`config.mk`:
```
export PLATFORM = sky130hd
export DESIGN_NAME = adc_reg_bank_flat
export DESIGN_NICKNAME = d
export VERILOG_FILES = /design/src/rtl/adc_reg_bank_if.sv /design/src/rtl/adc_reg_bank.sv /design/src/flat_wrapper.sv
export SDC_FILE = /design/constraint.sdc
export NUM_CORES = 1
export LEC_CHECK = 0
export ABC_AREA = 1
export CAP_MARGIN = 20
export CORE_AREA = 4 4 173 175
export DETAILED_ROUTE_END_ITERATION = 6
export DIE_AREA = 0 0 177 179
export PLACE_DENSITY = 0.43
export SLEW_MARGIN = 0
export SYNTH_ARGS = -nofsm -noshare
export SYNTH_HDL_FRONTEND = slang
export SYNTH_SLANG_ARGS = --single-unit
```
`constraint.sdc`:
```
create_clock -name clk -period 3.8 [get_ports clk]
set_input_delay 1.14 -clock clk [delete_from_list [all_inputs] [get_ports clk]]
set_output_delay 1.14 -clock clk [all_outputs]
set_load 0.02 [all_outputs]
```
`src/rtl/adc_reg_bank_if.sv`:
```
// Byte-wide register bus between the I2C slave core and the ADC register bank.
interface adc_reg_bank_if;
  logic [7:0] addr;
  logic [7:0] dataIn;
  logic       writeEn;
  logic       readEn;
  logic [7:0] dataOut;

  modport master (
    output addr,
    output dataIn,
    output writeEn,
    output readEn,
    input  dataOut
  );

  modport slave (
    input  addr,
    input  dataIn,
    input  writeEn,
    input  readEn,
    output dataOut
  );
endinterface

```
`src/rtl/adc_reg_bank.sv`:
```
// ADC front-end register bank: sample capture with sticky STATUS/OVERRUN flags,
// coherent 16-bit reads via an upper-byte snapshot, and manual/auto conversion starts.
module adc_reg_bank #(
  parameter int unsigned NUM_CH      = 6,
  parameter int unsigned SAMPLE_W    = 12,
  parameter int unsigned AUTO_PERIOD = 1000
) (
  input  logic                         clk,
  input  logic                         rst_n,
  adc_reg_bank_if.slave                bus,
  input  logic [NUM_CH*SAMPLE_W-1:0]   sample_in,
  input  logic [NUM_CH-1:0]            sample_valid,
  output logic                         adc_start,
  output logic [2:0]                   adc_ch_sel,
  output logic                         adc_auto
);

  localparam int unsigned CNT_W       = (AUTO_PERIOD > 1) ? $clog2(AUTO_PERIOD) : 1;
  localparam logic [7:0]  ADDR_STATUS = 8'h00;
  localparam logic [7:0]  ADDR_CMD    = 8'h01;
  localparam logic [7:0]  ADDR_OVR    = 8'h02;
  localparam logic [7:0]  ADDR_CH0    = 8'h04;
  localparam logic [3:0]  NUM_CH_L    = 4'(NUM_CH);
  localparam logic [2:0]  LAST_CH     = 3'(NUM_CH - 1);
  localparam logic [CNT_W-1:0] CNT_LAST = CNT_W'(AUTO_PERIOD - 1);

  logic [SAMPLE_W-1:0] sample_q [NUM_CH];
  logic [SAMPLE_W-1:0] sample_d [NUM_CH];
  logic [NUM_CH-1:0]   status_q, status_d;
  logic [NUM_CH-1:0]   overrun_q, overrun_d;
  logic [2:0]          cmd_ch_q, cmd_ch_d;
  logic                cmd_auto_q, cmd_auto_d;
  logic [7:0]          lo_cand_q, lo_cand_d;
  logic [7:0]          lo_hold_q, lo_hold_d;
  logic [2:0]          hold_ch_q, hold_ch_d;
  logic                hold_valid_q, hold_valid_d;
  logic [CNT_W-1:0]    cnt_q, cnt_d;
  logic [2:0]          auto_ch_q, auto_ch_d;
  logic                start_q, start_d;
  logic [2:0]          ch_sel_q, ch_sel_d;
  logic [7:0]          data_out_q;

  logic [7:0]          ch_off_c;
  logic [NUM_CH-1:0]   up_hit_c;
  logic [NUM_CH-1:0]   lo_hit_c;
  logic [7:0]          rd_data_c;
  logic [NUM_CH-1:0]   clr_status_c;
  logic [NUM_CH-1:0]   clr_overrun_c;
  logic                man_start_c;
  logic                auto_fire_c;
  logic                unused_data_bits_c;

  assign unused_data_bits_c = ^bus.dataIn;

  // Decode which channel's upper/lower byte the current address selects
  always_comb begin
    ch_off_c = bus.addr - ADDR_CH0;
    up_hit_c = '0;
    lo_hit_c = '0;
    for (int i = 0; i < NUM_CH; i++) begin
      if (bus.addr >= ADDR_CH0 && ch_off_c[7:1] == 7'(i)) begin
        up_hit_c[i] = ~ch_off_c[0];
        lo_hit_c[i] = ch_off_c[0];
      end
    end
  end

  // Read data mux; lower byte prefers the snapshot taken at the matching upper read
  always_comb begin
    rd_data_c = '0;
    case (bus.addr)
      ADDR_STATUS: rd_data_c = 8'(status_q);
      ADDR_CMD:    rd_data_c = {1'b0, cmd_auto_q, 3'b000, cmd_ch_q};
      ADDR_OVR:    rd_data_c = 8'(overrun_q);
      default:     ;
    endcase
    for (int i = 0; i < NUM_CH; i++) begin
      if (up_hit_c[i]) begin
        rd_data_c = 8'(sample_q[i] >> 8);
      end
      if (lo_hit_c[i]) begin
        rd_data_c = (hold_valid_q && hold_ch_q == 3'(i)) ? lo_hold_q : sample_q[i][7:0];
      end
    end
  end

  // Next-state logic: register writes, flags, snapshot and conversion scheduler
  always_comb begin
    sample_d      = sample_q;
    status_d      = status_q;
    overrun_d     = overrun_q;
    cmd_ch_d      = cmd_ch_q;
    cmd_auto_d    = cmd_auto_q;
    lo_cand_d     = lo_cand_q;
    lo_hold_d     = lo_hold_q;
    hold_ch_d     = hold_ch_q;
    hold_valid_d  = hold_valid_q;
    cnt_d         = cnt_q;
    auto_ch_d     = auto_ch_q;
    start_d       = 1'b0;
    ch_sel_d      = ch_sel_q;
    clr_status_c  = '0;
    clr_overrun_c = '0;
    man_start_c   = 1'b0;
    auto_fire_c   = 1'b0;

    if (bus.writeEn) begin
      if (bus.addr == ADDR_STATUS) begin
        clr_status_c = bus.dataIn[NUM_CH-1:0];
      end
      if (bus.addr == ADDR_OVR) begin
        clr_overrun_c = bus.dataIn[NUM_CH-1:0];
      end
      if (bus.addr == ADDR_CMD) begin
        cmd_ch_d    = bus.dataIn[2:0];
        cmd_auto_d  = bus.dataIn[6];
        man_start_c = bus.dataIn[7] && ({1'b0, bus.dataIn[2:0]} < NUM_CH_L);
      end
    end

    for (int i = 0; i < NUM_CH; i++) begin
      if (up_hit_c[i]) begin
        lo_cand_d = sample_q[i][7:0];
        if (bus.readEn) begin
          lo_hold_d    = lo_cand_q;
          hold_ch_d    = 3'(i);
          hold_valid_d = 1'b1;
        end
      end
      if (lo_hit_c[i] && bus.readEn) begin
        hold_valid_d    = 1'b0;
        clr_status_c[i] = 1'b1;
      end
    end

    status_d  = status_q & ~clr_status_c;
    overrun_d = overrun_q & ~clr_overrun_c;
    for (int i = 0; i < NUM_CH; i++) begin
      if (sample_valid[i]) begin
        sample_d[i] = sample_in[i*SAMPLE_W +: SAMPLE_W];
        if (status_q[i] && !clr_status_c[i]) begin
          overrun_d[i] = 1'b1;
        end
        status_d[i] = 1'b1;
      end
    end

    if (!cmd_auto_d) begin
      cnt_d     = '0;
      auto_ch_d = '0;
    end else if (man_start_c || !cmd_auto_q) begin
      cnt_d = '0;
    end else if (cnt_q == CNT_LAST) begin
      cnt_d       = '0;
      auto_fire_c = 1'b1;
    end else begin
      cnt_d = cnt_q + CNT_W'(1);
    end

    if (man_start_c) begin
      start_d  = 1'b1;
      ch_sel_d = cmd_auto_d ? auto_ch_q : bus.dataIn[2:0];
    end else if (auto_fire_c) begin
      start_d   = 1'b1;
      ch_sel_d  = auto_ch_q;
      auto_ch_d = (auto_ch_q == LAST_CH) ? 3'd0 : auto_ch_q + 3'd1;
    end else begin
      ch_sel_d = cmd_auto_d ? auto_ch_d : cmd_ch_d;
    end
  end

  // State registers with synchronous active-low reset
  always_ff @(posedge clk) begin
    if (!rst_n) begin
      for (int i = 0; i < NUM_CH; i++) begin
        sample_q[i] <= '0;
      end
      status_q     <= '0;
      overrun_q    <= '0;
      cmd_ch_q     <= '0;
      cmd_auto_q   <= 1'b0;
      lo_cand_q    <= '0;
      lo_hold_q    <= '0;
      hold_ch_q    <= '0;
      hold_valid_q <= 1'b0;
      cnt_q        <= '0;
      auto_ch_q    <= '0;
      start_q      <= 1'b0;
      ch_sel_q     <= '0;
      data_out_q   <= '0;
    end else begin
      for (int i = 0; i < NUM_CH; i++) begin
        sample_q[i] <= sample_d[i];
      end
      status_q     <= status_d;
      overrun_q    <= overrun_d;
      cmd_ch_q     <= cmd_ch_d;
      cmd_auto_q   <= cmd_auto_d;
      lo_cand_q    <= lo_cand_d;
      lo_hold_q    <= lo_hold_d;
      hold_ch_q    <= hold_ch_d;
      hold_valid_q <= hold_valid_d;
      cnt_q        <= cnt_d;
      auto_ch_q    <= auto_ch_d;
      start_q      <= start_d;
      ch_sel_q     <= ch_sel_d;
      data_out_q   <= rd_data_c;
    end
  end

  assign bus.dataOut = data_out_q;
  assign adc_start   = start_q;
  assign adc_ch_sel  = ch_sel_q;
  assign adc_auto    = cmd_auto_q;

endmodule
```
`src/flat_wrapper.sv`:
```
// flat-port wrapper written by rule: the top's interface ports become plain ports
module adc_reg_bank_flat 
#(
  parameter int unsigned NUM_CH      = 6,
  parameter int unsigned SAMPLE_W    = 12,
  parameter int unsigned AUTO_PERIOD = 1000
)
  (clk, rst_n, sample_in, sample_valid, adc_start, adc_ch_sel, adc_auto, bus_addr, bus_dataIn, bus_writeEn, bus_readEn, bus_dataOut);
  adc_reg_bank_if bus_i ();
  input  logic clk;
  input  logic rst_n;
  input  logic [NUM_CH*SAMPLE_W-1:0] sample_in;
  input  logic [NUM_CH-1:0] sample_valid;
  output logic adc_start;
  output logic [2:0] adc_ch_sel;
  output logic adc_auto;
  input wire logic [$bits(bus_i.addr)-1:0] bus_addr;
  input wire logic [$bits(bus_i.dataIn)-1:0] bus_dataIn;
  input wire logic [$bits(bus_i.writeEn)-1:0] bus_writeEn;
  input wire logic [$bits(bus_i.readEn)-1:0] bus_readEn;
  output wire logic [$bits(bus_i.dataOut)-1:0] bus_dataOut;
  assign bus_i.addr = bus_addr;
  assign bus_i.dataIn = bus_dataIn;
  assign bus_i.writeEn = bus_writeEn;
  assign bus_i.readEn = bus_readEn;
  assign bus_dataOut = bus_i.dataOut;
  adc_reg_bank #(.NUM_CH(NUM_CH), .SAMPLE_W(SAMPLE_W), .AUTO_PERIOD(AUTO_PERIOD)) u_core (.clk(clk), .rst_n(rst_n), .bus(bus_i), .sample_in(sample_in), .sample_valid(sample_valid), .adc_start(adc_start), .adc_ch_sel(adc_ch_sel), .adc_auto(adc_auto));
endmodule
```
; Word level (Yosys, flattened, before mapping)
; Index checks and enable logic that the tools add are counted.
[totals]
ff_bits = 133
latchBits = 0
ramBits = 0
rom_bits = 0
inputBits = 98
output_inout_bits = 13
wordCells = 209
n_memories = 0
[op_classes]
addsub = 3
multipliers = 0
div = 0
magnitude_cmp = 2
n_eq_ne = 14
n_shift = 0
muxes = 125
n_bitwise = 7
n_reduce_logical = 39
[op_table]
columns = operator, count
row1 = 8-bit two-way mux, 35
row2 = 3-bit two-way mux, 22
row3 = 1-bit two-way mux, 62
row4 = 1-bit logical AND, 25
row5 = 6-bit two-way mux, 4
row6 = 7-bit one-hot mux with 3 select lines, 1
row7 = "7-bit by 2-bit equality test with 1-bit output, second input constant", 2
row8 = "7-bit by 3-bit equality test with 1-bit output, second input constant", 2
row9 = 6-bit bitwise AND, 2
row10 = 6-bit NOT, 2
row11 = "10-bit by 1-bit adder with 10-bit output, second input constant", 1
row12 = "10-bit equality test, second input constant", 1
row13 = "3-bit equality test, second input constant", 3
row14 = "8-bit by 1-bit equality test with 1-bit output, second input constant", 1
row15 = "8-bit by 2-bit equality test with 1-bit output, second input constant", 1
row16 = "8-bit by 3-bit >= comparator with 1-bit output, second input constant", 1
row17 = 8-bit logical NOT, 1
row18 = "8-bit by 3-bit subtractor with 8-bit output, second input constant", 1
row19 = "7-bit by 1-bit equality test with 1-bit output, second input constant", 1
row20 = 1-bit logical NOT, 7
row21 = 7-bit logical NOT, 1
row22 = 7-bit two-way mux, 1
row23 = "3-bit by 2-bit equality test with 1-bit output, second input constant", 2
row24 = 6-bit nonzero test, 1
row25 = other kinds (8), 10

; Logic depth before layout (Yosys ltp)
; Gate-level depths: netlist of the first run.
[logic_depth]
word_depth = 20
depth_mapped = 21
ltp_nobuf = 21

; Worst setup path before layout of the first run
; Ideal clock, no wire load.
[synth_timing]
path_type = in2reg
start = in bus_addr[2]
end = reg u_core.lo_cand_q[0]
setup_time_ns = 0.115
arrival_time_ns = 2.898
required_time_ns = 3.685
slack_ns = 0.788
cell_stages = 17
n_path_buf = 0
path_cell_list = inv_2 -> ha_1 -> nand2_2 -> a21oi_2 -> nand2_2 -> nor2_8 -> inv_2 -> nor2_2 -> inv_2 -> nor2_8 -> nand2_4 -> inv_4 -> nor2_4 -> nand2_8 -> inv_2 -> a22o_1 -> o21a_1
[synth_via]
elab_chain_len = 9
word_cells_on_any_way = 26
cone_classes = add/sub (1) / order compare (1) / eq/ne (5) / mux (11) / reduce/logical (8)
[synth_lines]
columns = element, line
row1 = "start, declared", flat_wrapper.sv:17  ; input wire logic [$bits(bus_i.addr)-1:0] bus_addr;
row2 = 8-bit by 3-bit subtractor with 8-bit output, adc_reg_bank.sv:57  ; ch_off_c = bus.addr - ADDR_CH0;
row3 = 7-bit by 1-bit equality test with 1-bit output, adc_reg_bank.sv:61  ; if (bus.addr >= ADDR_CH0 && ch_off_c[7:1] == 7'(i)) begin
row4 = 1-bit logical AND, adc_reg_bank.sv:61
row5 = 1-bit two-way mux, adc_reg_bank.sv:61
row6 = 8-bit two-way mux (5 in a row), adc_reg_bank.sv:122  ; if (up_hit_c[i]) begin
row7 = "end signal, assigned", adc_reg_bank.sv:199  ; lo_cand_q <= lo_cand_d;
row8 = "end, declared", adc_reg_bank.sv:33  ; logic [7:0] lo_cand_q, lo_cand_d;
; Parallel ways exist; a longest one is shown, timed or not.
; A chain may end at the register's enable or synchronous reset.

; Final worst setup path of the first run
[layout_timing]
start = in bus_addr[2]
end = reg u_core.lo_cand_q[1]
; The elaborated chain is that of the path after synthesis.

==> results of run 1 <==
## Yosys cell counts, types with 4 or more instances
cell type  number  area share (%)
nand2_1       238              13
nor2_1        189              10
o21ai_0       138             9.9
dfxtp_1       133              38
inv_1          78             4.2
a21oi_1        73             5.2
clkbuf_1       34             1.8
nand3_1        24             1.7
o21ai_1        16             1.1
inv_2          14            0.75
o211ai_1       11             1.2
a31oi_1         7            0.63
nand4_1         6            0.54
nor2_4          6            0.97
o31ai_1         6            0.64
buf_4           5            0.54
nor2_2          5            0.45
a221oi_1        4            0.50
buf_2           4            0.29
## per-layer routing
metal  global-route usage, %  up-vias  routed length, um
met5                       0        -                  0
met4                    4.77        0                541
met3                    3.14       30               1160
met2                    26.1      164              11600
met1                    22.1     3217              12200
li1                        -     3725                  -
## critical path, cell delays in order
cell	delay, ns
clkdlybuf4s50_1	0.51
inv_2	0.07
ha_1	0.23
inv_1	0.06
nand2_1	0.06
nand3_1	0.16
nor2_2	0.06
buf_4	0.14
nand3_2	0.10
nand2_1	0.10
nor3_2	0.50
nand2_1	0.19
o21ai_0	0.12
a21oi_1	0.06
o21a_1	0.19
## state kept, by name, summed over array words and instances (netlist names), 3 cells and up
signal	count
u_core.cmd_ch_q	3
u_core.overrun_q	6
u_core.auto_ch_q	3
u_core.hold_ch_q	3
u_core.adc_ch_sel	3
u_core.status_q	6
u_core.lo_cand_q	8
u_core.sample_q	72
u_core.cnt_q	10
u_core.bus.dataOut	8
u_core.lo_hold_q	8
## cells in the final DEF, fill, tap and decap left out, types with 4 or more instances in the layout
cell type        netlist  routed
nand2_1              238     238
nor2_1               189     189
o21ai_0              138     138
dfxtp_1              133     133
clkdlybuf4s50_1        0     109
inv_1                 78      78
a21oi_1               73      73
buf_4                  5      42
nand3_1               24      24
clkbuf_16              0      17
o21ai_1               16      16
inv_2                 14      14
o211ai_1              11      11
a31oi_1                7       7
nor2_4                 6       6
nand4_1                6       6
o31ai_1                6       6
nor2_2                 5       5
a221oi_1               4       4
clkinv_4               0       4
## power by group through the flow
stage	sequential [mW]	clock [mW]	combinational [mW]
finish	1.52	1.71	0.383
global route	1.52	1.82	0.434
CTS	1.52	1.75	0.388
detailed placement	1.55	0	0.385
global placement	1.55	0	0.387
floorplan	1.52	0	0.200
## cell type report
| class | instances | area share, % |
|---|---|---|
| Timing Repair Buffer | 152 | 15.2 |
| Inverter | 95 | 3.88 |
| Multi-Input combinational cell | 783 | 40.5 |
| Clock buffer | 18 | 4.62 |
| Tap cell | 384 | 5.18 |
| Clock inverter | 14 | 1.90 |
| Sequential cell | 133 | 28.7 |
## cells by family after synthesis
family	synth area share, %
simple gates	30.2
xor+xnor	0.501
flops	38.1
buf+inv	8.08
compound gates	22.5
fa+ha+maj	0.537
## stage by stage
| step | instance area, sq um | hold WS [ns] | utilization (%) |
|---|---|---|---|
| after floorplan | 6990 | 0.418 | - |
| after global placement | 8680 | 0.433 | 30.5 |
| after detailed placement | 8680 | 0.447 | 30.5 |
| after CTS | 9280 | 0.459 | 32.6 |
| after global routing | 9280 | 0.470 | 32.6 |
| final | 9280 | 0.453 | 32.6 |
## path summary, 6_finish.rpt
kind              cells after the start               endpoint  slack [ns]           startpoint
setup / recovery                     15    u_core.lo_cand_q[1]        0.42          bus_addr[2]
hold / removal                        1        u_core.cnt_q[0]        0.45      u_core.cnt_q[0]
setup reg to reg                     13  u_core.bus.dataOut[5]        1.46  u_core.hold_ch_q[0]
hold reg to reg                       1        u_core.cnt_q[0]        0.45      u_core.cnt_q[0]
==> flow_summary.toml, run 1 <==
[power]
total_power_mw = 3.61
power_density_mw_per_mm2 = 389
clock_power_share_pct = 47.4
p_comb_share_pct = 10.6
p_leak_nw = 3.81
ir_drop_mv = 0.292
switchingPower_uw = 935
p_int_mw = 2.68
switching_share_pct = 25.9
pwr-share-seq_pct = 42.0

[final_layout]
drive_gt1_share_pct = 10.1
multi_input_comb_area_sq_mm = 0.00376
antennaDiodeCount = 0
final_cells = 1579
fillers = 3164
nets = 1283
seqCellArea_sq_mm = 0.00266
area.growth.synth_to_final_pct = 32.8

[grt]
grt_pass1_wl_um = 39900
grt_max_degree = 53
grt_usage_pct = 16.2
grt_pass1_vias = 7134
antenna_found_initial = 0
grt_overflow = 0

[routing]
routed_wl_um = 25500
dr.pass1.iters = 5
drc = 0
num_vias = 7136
wire_per_inst_um = 16.1
detail-route-antenna-nets = 0
drt_iter0_markers = 500
viasPerCell = 4.52

[placed_design]
io_buffer_count = 110
dp_hpwl_um = 19800
gp_congestion = 0.889
dp_cells = 1547
place_ws_ns = -0.0326

[critical_path]
setup.worst_path.start_class = "input port"
critPathMaxFanout = 5
arrival_ns = 3.69
required_ns = 4.12
end_kind = "flop"
criticalPathCategory = "in2reg"

[clock_network]
clock_latency_ns = 0.42
cts_tree = "done"
cts_root_buf = "clkbuf_16"
clk_pin_slew_ns = 0.06
clock-sinks = 133
postCtsSetupBuffers = 0
clockBufferDepth = 2
hold_buffers = 0
htreeDepth = 4
cts-resized-gates = 0
cts_buffers = 17

[timing]
setup_viol = 0
worst_pin_slew_ns = 0.578
max_slew_margin_pct = 61.3
fin_setup_tns_ns = 0
skew_ns = 0.0129
fmax_mhz = 296
rsz0062_at_grt = "no"
period_needed_ns = 3.38
hold_viol = 0
post-route-worst-setup-slack_ns = 0.422
slew_violations = 0
timing.final.crit_share_pct = 88.9

[die]
fp.dieW_um = 177
rows = 62
io-pin-count = 111
start_util_pct = 24.5
coreArea_sq_mm = 0.0285
die_height_um = 179
dieArea_sq_mm = 0.0317

[synthesis]
syn_nets = 1158
synth_seq_cells = 133
async_reset_ff_share_pct = 0
netlist_instances = 1057
synth-main-ff-cell = "dfxtp_1"
synth_enable_flop_cells = 0
ys_types = 55
yosysSeqAreaShare_pct = 38.1
synth_area_sq_mm = 0.00699
ys_warn_count = 0
syn_area_per_cell_sq_um = 6.61

[worst_hold_path]
holdCritPathClass = "reg2reg"

[job]
drv_cap = 0

[run_status]
status = "complete, no violations"
No activity file was read; power rests on OpenSTA's default activity.
==> run 2: changes to the inputs <==
==> constraint.sdc (replaced) <==
create_clock -name clk -period 4.18 [get_ports clk]
set_input_delay 1.254 -clock clk [delete_from_list [all_inputs] [get_ports clk]]
set_output_delay 1.254 -clock clk [all_outputs]
set_load 0.02 [all_outputs]
==> run 2 against run 1 <==
  * Setup slack improved by 0.11 ns
  * Core utilization decreased by 0.48 points
  * Register-to-register slack improved by 0.36 ns
  * Clock-buffer cell count increased by 1
  * Sequential cell count unchanged
  * Critical path depth increased by 4
  * First-iteration DRC count increased by 12%
  * Hold slack improved by 0.0014 ns
  * Cell area decreased by 1.5%
  * Critical endpoint is now u_core.bus.dataOut[1]
  * Largest cell class unchanged
==> flow_summary.toml, run 2 (same netlist as run 1, synthesis figures left out) <==
[clock_network]
postCtsSetupBuffers = 0
clockBufferDepth = 2
hold_buffers = 0
htreeDepth = 4
cts_buffers = 17
clock-sinks = 133
cts_tree = "done"
clock_latency_ns = 0.43
clk_pin_slew_ns = 0.06
cts_root_buf = "clkbuf_16"
cts-resized-gates = 0

[power]
switchingPower_uw = 852
pwr-share-seq_pct = 42.6
clock_power_share_pct = 46.7
power_density_mw_per_mm2 = 354
ir_drop_mv = 0.269
p_comb_share_pct = 10.6
p_int_mw = 2.39
switching_share_pct = 26.3
p_leak_nw = 3.72

[grt]
grt_usage_pct = 16.4
grt_pass1_wl_um = 40100
grt_overflow = 0
antenna_found_initial = 0
grt_pass1_vias = 6919
grt_max_degree = 90

[timing]
holdWs_ns = 0.455
max_slew_margin_pct = 59.5
hold_viol = 0
skew_ns = 0.0142
fin_setup_tns_ns = 0
worst_pin_slew_ns = 0.606
fmax_mhz = 274
period_needed_ns = 3.64
slew_violations = 0
timing.final.crit_share_pct = 87.2
setup_viol = 0
rsz0062_at_grt = "no"

[critical_path]
path_cells = "clkdlybuf4s50_1 -> inv_2 -> ha_1 -> nand2_2 -> a21oi_2 -> nand2_2 -> nor2_8 -> nand4_4 -> nor2_4 -> nand2_1 -> nand2_1 -> nor2_1 -> nand2_1 -> nand2_1 -> nand2_1 -> nand2_1 -> nand2_1 -> nand2_1 -> a21oi_1"
r2r_slack_ns = 1.82
cp_top_family = "simple AND/OR/NAND/NOR gates"
critPathMaxFanout = 18
cp_common_cell = "nand2_1"
setup.worst_path.start_class = "input port"
timing.critical_path.buf_inv = 2
end_kind = "flop"
reg2reg_depth = 15
worstReg2RegEnd = "u_core.bus.dataOut[1]"
reg2reg_from = "u_core.hold_ch_q[0]"
arrival_ns = 3.99
slowest_stage = "clkdlybuf4s50_1"
criticalPathCategory = "in2reg"
required_ns = 4.53
slowest_delay_ns = 0.45

[final_layout]
antennaDiodeCount = 0
area.growth.synth_to_final_pct = 30.9
final_common_cell = "nand2_1"
final_cell_mix = "nand2_1 (238), nor2_1 (189), o21ai_0 (138), dfxtp_1 (133), clkdlybuf4s50_1 (109)"
drive_gt1_share_pct = 8.75
fillers = 3172
nets = 1265
reg.largest.list = "u_core.sample_q: 72 flops, u_core.cnt_q: 10 flops"
largest-register = "u_core.sample_q"
largest_reg_flops = 72
seqCellArea_sq_mm = 0.00266
multi_input_comb_area_sq_mm = 0.00376

[placed_design]
dp_hpwl_um = 19800
gp_congestion = 0.870
io_buffer_count = 110

[die]
rows = 62
start_util_pct = 24.5
dieArea_sq_mm = 0.0317
io-pin-count = 111
die_height_um = 179
coreArea_sq_mm = 0.0285
fp.dieW_um = 177

[worst_hold_path]
hp-start = "u_core.cnt_q[0]"
hold_depth = 1
holdCritPathClass = "reg2reg"
holdPathEnd = "u_core.cnt_q[0]"

[routing]
num_vias = 7095
drt_iter0_markers = 561
viasPerCell = 4.55
routed_wl_um = 25900
dr.pass1.iters = 5
wire_per_inst_um = 16.6
detail-route-antenna-nets = 0
drc = 0

[run_status]
status = "complete, no violations"

[job]
drv_cap = 0
run 2: power groups by stage:
stage	clock [mW]	combinational (mW)	sequential (mW)
final	1.51	0.344	1.38
after global placement	0	0.347	1.41
after CTS	1.56	0.348	1.38
after global routing	1.61	0.387	1.39
after detailed placement	0	0.345	1.41
after floorplan	0	0.182	1.38
run 2: how the worst max path moves through the flow:
stage                      startpoint               endpoint  slack [ns]  cells after the start
after floorplan           bus_addr[2]    u_core.lo_cand_q[0]        1.05                     17
after global placement    bus_addr[2]  u_core.bus.dataOut[3]         0.1                     18
after detailed placement  bus_addr[2]    u_core.lo_cand_q[4]        0.11                     14
after CTS                 bus_addr[2]    u_core.lo_cand_q[4]        0.57                     14
after global routing      bus_addr[2]  u_core.bus.dataOut[1]        0.23                     19
final                     bus_addr[2]  u_core.bus.dataOut[1]        0.54                     19
run 2: final cells by class:
class / count / share of cell area [%]
multi-input cells: 783 / 41.1
flip-flops and latches: 133 / 29.1
repair buffers: 134 / 14.1
well taps: 384 / 5.25
clock buffers: 19 / 4.84
inverters: 95 / 3.94
clock inverters: 13 / 1.61
run 2: through the flow:
| step | cells | power, mW | area [sq um] | utilization (%) | worst slack, ns |
|---|---|---|---|---|---|
| global route | 1561 | 3.38 | 9140 | 32.1 | 0.233 |
| finish | 1561 | 3.24 | 9140 | 32.1 | 0.536 |
| detailed placement | 1529 | 1.75 | 8550 | 30.0 | 0.112 |
| global placement | 1529 | 1.76 | 8550 | 30.0 | 0.0954 |
| CTS | 1561 | 3.29 | 9140 | 32.1 | 0.567 |
| floorplan | 1057 | 1.56 | 6990 | - | 1.05 |
run 2: layer usage:
metal	vias to the layer above	global-route usage (%)	part of all wire, %	wire [um]
met2	157	27.1	47	12100
met3	21	3.48	4.8	1230
met4	0	3.84	1.1	280
met5	-	0	0	0
li1	3690	-	-	-
met1	3227	22.0	47	12300
==> run 3: changes to the inputs <==
--- a/config.mk
+++ b/config.mk
@@ -5,11 +5,12 @@
 export SDC_FILE = /design/constraint.sdc
 export NUM_CORES = 1
 export LEC_CHECK = 0
-export ABC_AREA = 1
+export ABC_AREA = 0
 export CAP_MARGIN = 20
-export CORE_AREA = 4 4 173 175
+export CORE_AREA = 4 4 176 178
 export DETAILED_ROUTE_END_ITERATION = 6
-export DIE_AREA = 0 0 177 179
+export DIE_AREA = 0 0 180 182
+export GPL_ROUTABILITY_DRIVEN = 1
 export PLACE_DENSITY = 0.43
 export SLEW_MARGIN = 0
 export SYNTH_ARGS = -nofsm -noshare
==> constraint.sdc (replaced) <==
create_clock -name clk -period 3.99 [get_ports clk]
set_input_delay 1.197 -clock clk [delete_from_list [all_inputs] [get_ports clk]]
set_output_delay 1.197 -clock clk [all_outputs]
set_load 0.02 [all_outputs]
==> run 3 against run 2 <==
  * Sequential cell count did not move
  * First-iteration DRC count fell by 23%
  * Sequential share of layout area fell by 1.9 points
  * Hold slack improved by 0.018 ns
  * Cell count fell by 15%
  * Total power rose by 14%
  * Wire length rose by 6.9%
==> flow_summary.toml, run 3 <==
[run_status]
status = "complete, no violations"

[critical_path]
criticalPathCategory = "in2reg"
r2r_slack_ns = 1.42
reg2reg_from = "u_core.hold_ch_q[0]"
timing.critical_path.buf_inv = 2
worstReg2RegEnd = "u_core.bus.dataOut[1]"
slowest_stage = "a2111o_1"
end_kind = "flop"
path_cells = "clkdlybuf4s50_1 -> inv_1 -> ha_1 -> or3b_1 -> a2111o_1 -> a31oi_2 -> nand2_1 -> a211oi_1 -> a211o_1"
required_ns = 4.35
slowest_delay_ns = 0.57
cp_top_family = "compound AO/OA/AOI/OAI gates"
setup.worst_path.start_class = "input port"
arrival_ns = 4.01
critPathMaxFanout = 6
reg2reg_depth = 6

[synthesis]
synth-main-ff-cell = "dfxtp_1"
synth_top_cell_area_share_pct = 36.6
synth_area_sq_mm = 0.00727
synth_top_area_cell = "dfxtp_1"
synth_seq_cells = 133
netlist_instances = 797
yosys-top-cells-area = "dfxtp_1 (37%), mux2i_1 (20%), nor2b_1 (8.6%), o21ai_0 (2.3%), nand2_1 (2.1%)"
async_reset_ff_share_pct = 0
ys_warn_count = 0
syn_nets = 898
yosysMostFrequentCell = "mux2i_1"
ys_types = 70
yosysSeqAreaShare_pct = 36.6
syn_area_per_cell_sq_um = 9.12
synth_enable_flop_cells = 0
yosys-top-cells-count = "mux2i_1 (143), dfxtp_1 (133), nor2b_1 (100)"

[final_layout]
fillers = 3031
multi_input_comb_area_sq_mm = 0.00435
final_cells = 1334
largest_reg_flops = 72
largest-register = "u_core.sample_q"
drive_gt1_share_pct = 12.7
antennaDiodeCount = 0
final_cell_mix = "mux2i_1 (143), dfxtp_1 (133), clkdlybuf4s50_1 (108), nor2b_1 (100), buf_4 (57)"
reg.largest.list = "u_core.sample_q: 72 flops, u_core.cnt_q: 10 flops"
final_common_cell = "mux2i_1"
nets = 1032
seqCellArea_sq_mm = 0.00266
area.growth.synth_to_final_pct = 34.3
final_area_sq_mm = 0.00976

[job]
drv_cap = 0

[clock_network]
clockBufferDepth = 2
postCtsSetupBuffers = 0
clk_pin_slew_ns = 0.06
cts-resized-gates = 0
cts_tree = "done"
htreeDepth = 4
cts_root_buf = "clkbuf_16"
hold_buffers = 0
cts_buffers = 17
clock-sinks = 133
clock_latency_ns = 0.43

[routing]
drc = 0
viasPerCell = 4.87
detail-route-antenna-nets = 0
drt_iter0_markers = 433
routed_wl_um = 27700
dr.pass1.iters = 5
wire_per_inst_um = 20.8
num_vias = 6499

[grt]
gr-usage-met2_pct = 25.7
grt_overflow = 0
grt_max_degree = 87
grt_pass1_wl_um = 41700
grt_pass1_vias = 6476
busiest_layer = "met2"
grt_util_met3_pct = 3.08
grt_util_met1_pct = 23.4
antenna_found_initial = 0
grt_usage_pct = 16.6

[power]
p_int_mw = 2.75
clock_power_share_pct = 49.0
pwr-share-seq_pct = 39.3
switchingPower_uw = 929
p_comb_share_pct = 11.8
switching_share_pct = 25.3
total_power_mw = 3.68
p_leak_nw = 3.82
power_density_mw_per_mm2 = 377
ir_drop_mv = 0.229

[placed_design]
io_buffer_count = 110
dp_cells = 1302
gp_congestion = 0.928
placed_area_sq_mm = 0.00910
place_ws_ns = -0.0781
dp_hpwl_um = 21200

[die]
coreArea_sq_mm = 0.0294
io-pin-count = 111
rows = 63
start_util_pct = 24.7
fp.dieW_um = 180
dieArea_sq_mm = 0.0328
die_height_um = 182

[timing]
skew_ns = 0.00699
rsz0062_at_grt = "no"
setup_viol = 0
fmax_mhz = 274
period_needed_ns = 3.65
holdWs_ns = 0.472
hold_viol = 0
worst_pin_slew_ns = 1.08
timing.final.crit_share_pct = 91.5
post-route-worst-setup-slack_ns = 0.340
max_slew_margin_pct = 27.8
slew_violations = 0

[worst_hold_path]
hold_depth = 2
holdPathEnd = "u_core.overrun_q[1]"
holdCritPathClass = "reg2reg"
hp-start = "u_core.overrun_q[1]"
[run 3: changes by cell type after synthesis, sizes merged, moves of 82 or more]
cell   before  now
nand2     244   40
nor2      202   33
mux2i       0  143
o21ai     155   34
nor2b       0  100
inv        93   11
[run 3: final cells by class]
cell class                 instances  share of cell area [%]
multi-input combinational        599                    44.6
sequential                       133                    27.3
timing repair buffer             169                    16.0
tap                              390                    5.00
clock buffer                      19                    4.54
clock inverter                    13                    2.24
inverter                          11                   0.423
[run 3: stage by stage]
step	setup TNS, ns	util [%]
floorplan	0	-
global placement	-0.119	31.0
detailed placement	-0.121	31.0
CTS	0	33.2
global route	0	33.2
finish	0	33.2
[run 3: routing by layer]
layer	part of all wire [%]	wire [um]
met3	5.0	1390
met1	48	13200
met2	45	12400
met5	0	0
met4	2.7	739
[run 3: cells by family (layout without fill, tap and decap cells)]
group           after synthesis  in the layout  synth area share (%)
fa+ha+maj                     3              3                 0.516
flops                       133            133                  36.6
xor+xnor                     10             10                  1.20
simple gates                262            262                  20.6
compound gates              169            169                  15.8
buf+inv                      65            212                  3.72
mux                         155            155                  21.5
[run 3: worst max-delay path by stage]
stage	endpoint	slack, ns	cells after the start	from
final	u_core.bus.dataOut[1]	0.34	9	bus_addr[2]
after floorplan	u_core.overrun_q[2]	0.56	9	bus_addr[2]
after global routing	u_core.bus.dataOut[1]	0.25	9	bus_addr[2]
after CTS	u_core.bus.dataOut[1]	0.36	9	bus_addr[2]
after global placement	u_core.bus.dataOut[1]	-0.11	9	bus_addr[2]
after detailed placement	u_core.bus.dataOut[1]	-0.08	9	bus_addr[2]
[run 3: worst reg2reg max path: cells and delay by family, from the launching register on]
family,cells,cell delay (ns)
AO/OA/AOI/OAI,4,0.94
AND/OR/NAND/NOR,1,0.64
flip-flops,1,0.48
multiplexers,1,0.40
[run 3: power by group through the flow]
stage / registers (mW) / clock network (mW) / logic (mW)
floorplan: 1.44 / 0 / 0.234
global placement: 1.47 / 0 / 0.434
detailed placement: 1.47 / 0 / 0.431
CTS: 1.44 / 1.84 / 0.433
global route: 1.45 / 1.91 / 0.469
finish: 1.44 / 1.80 / 0.432
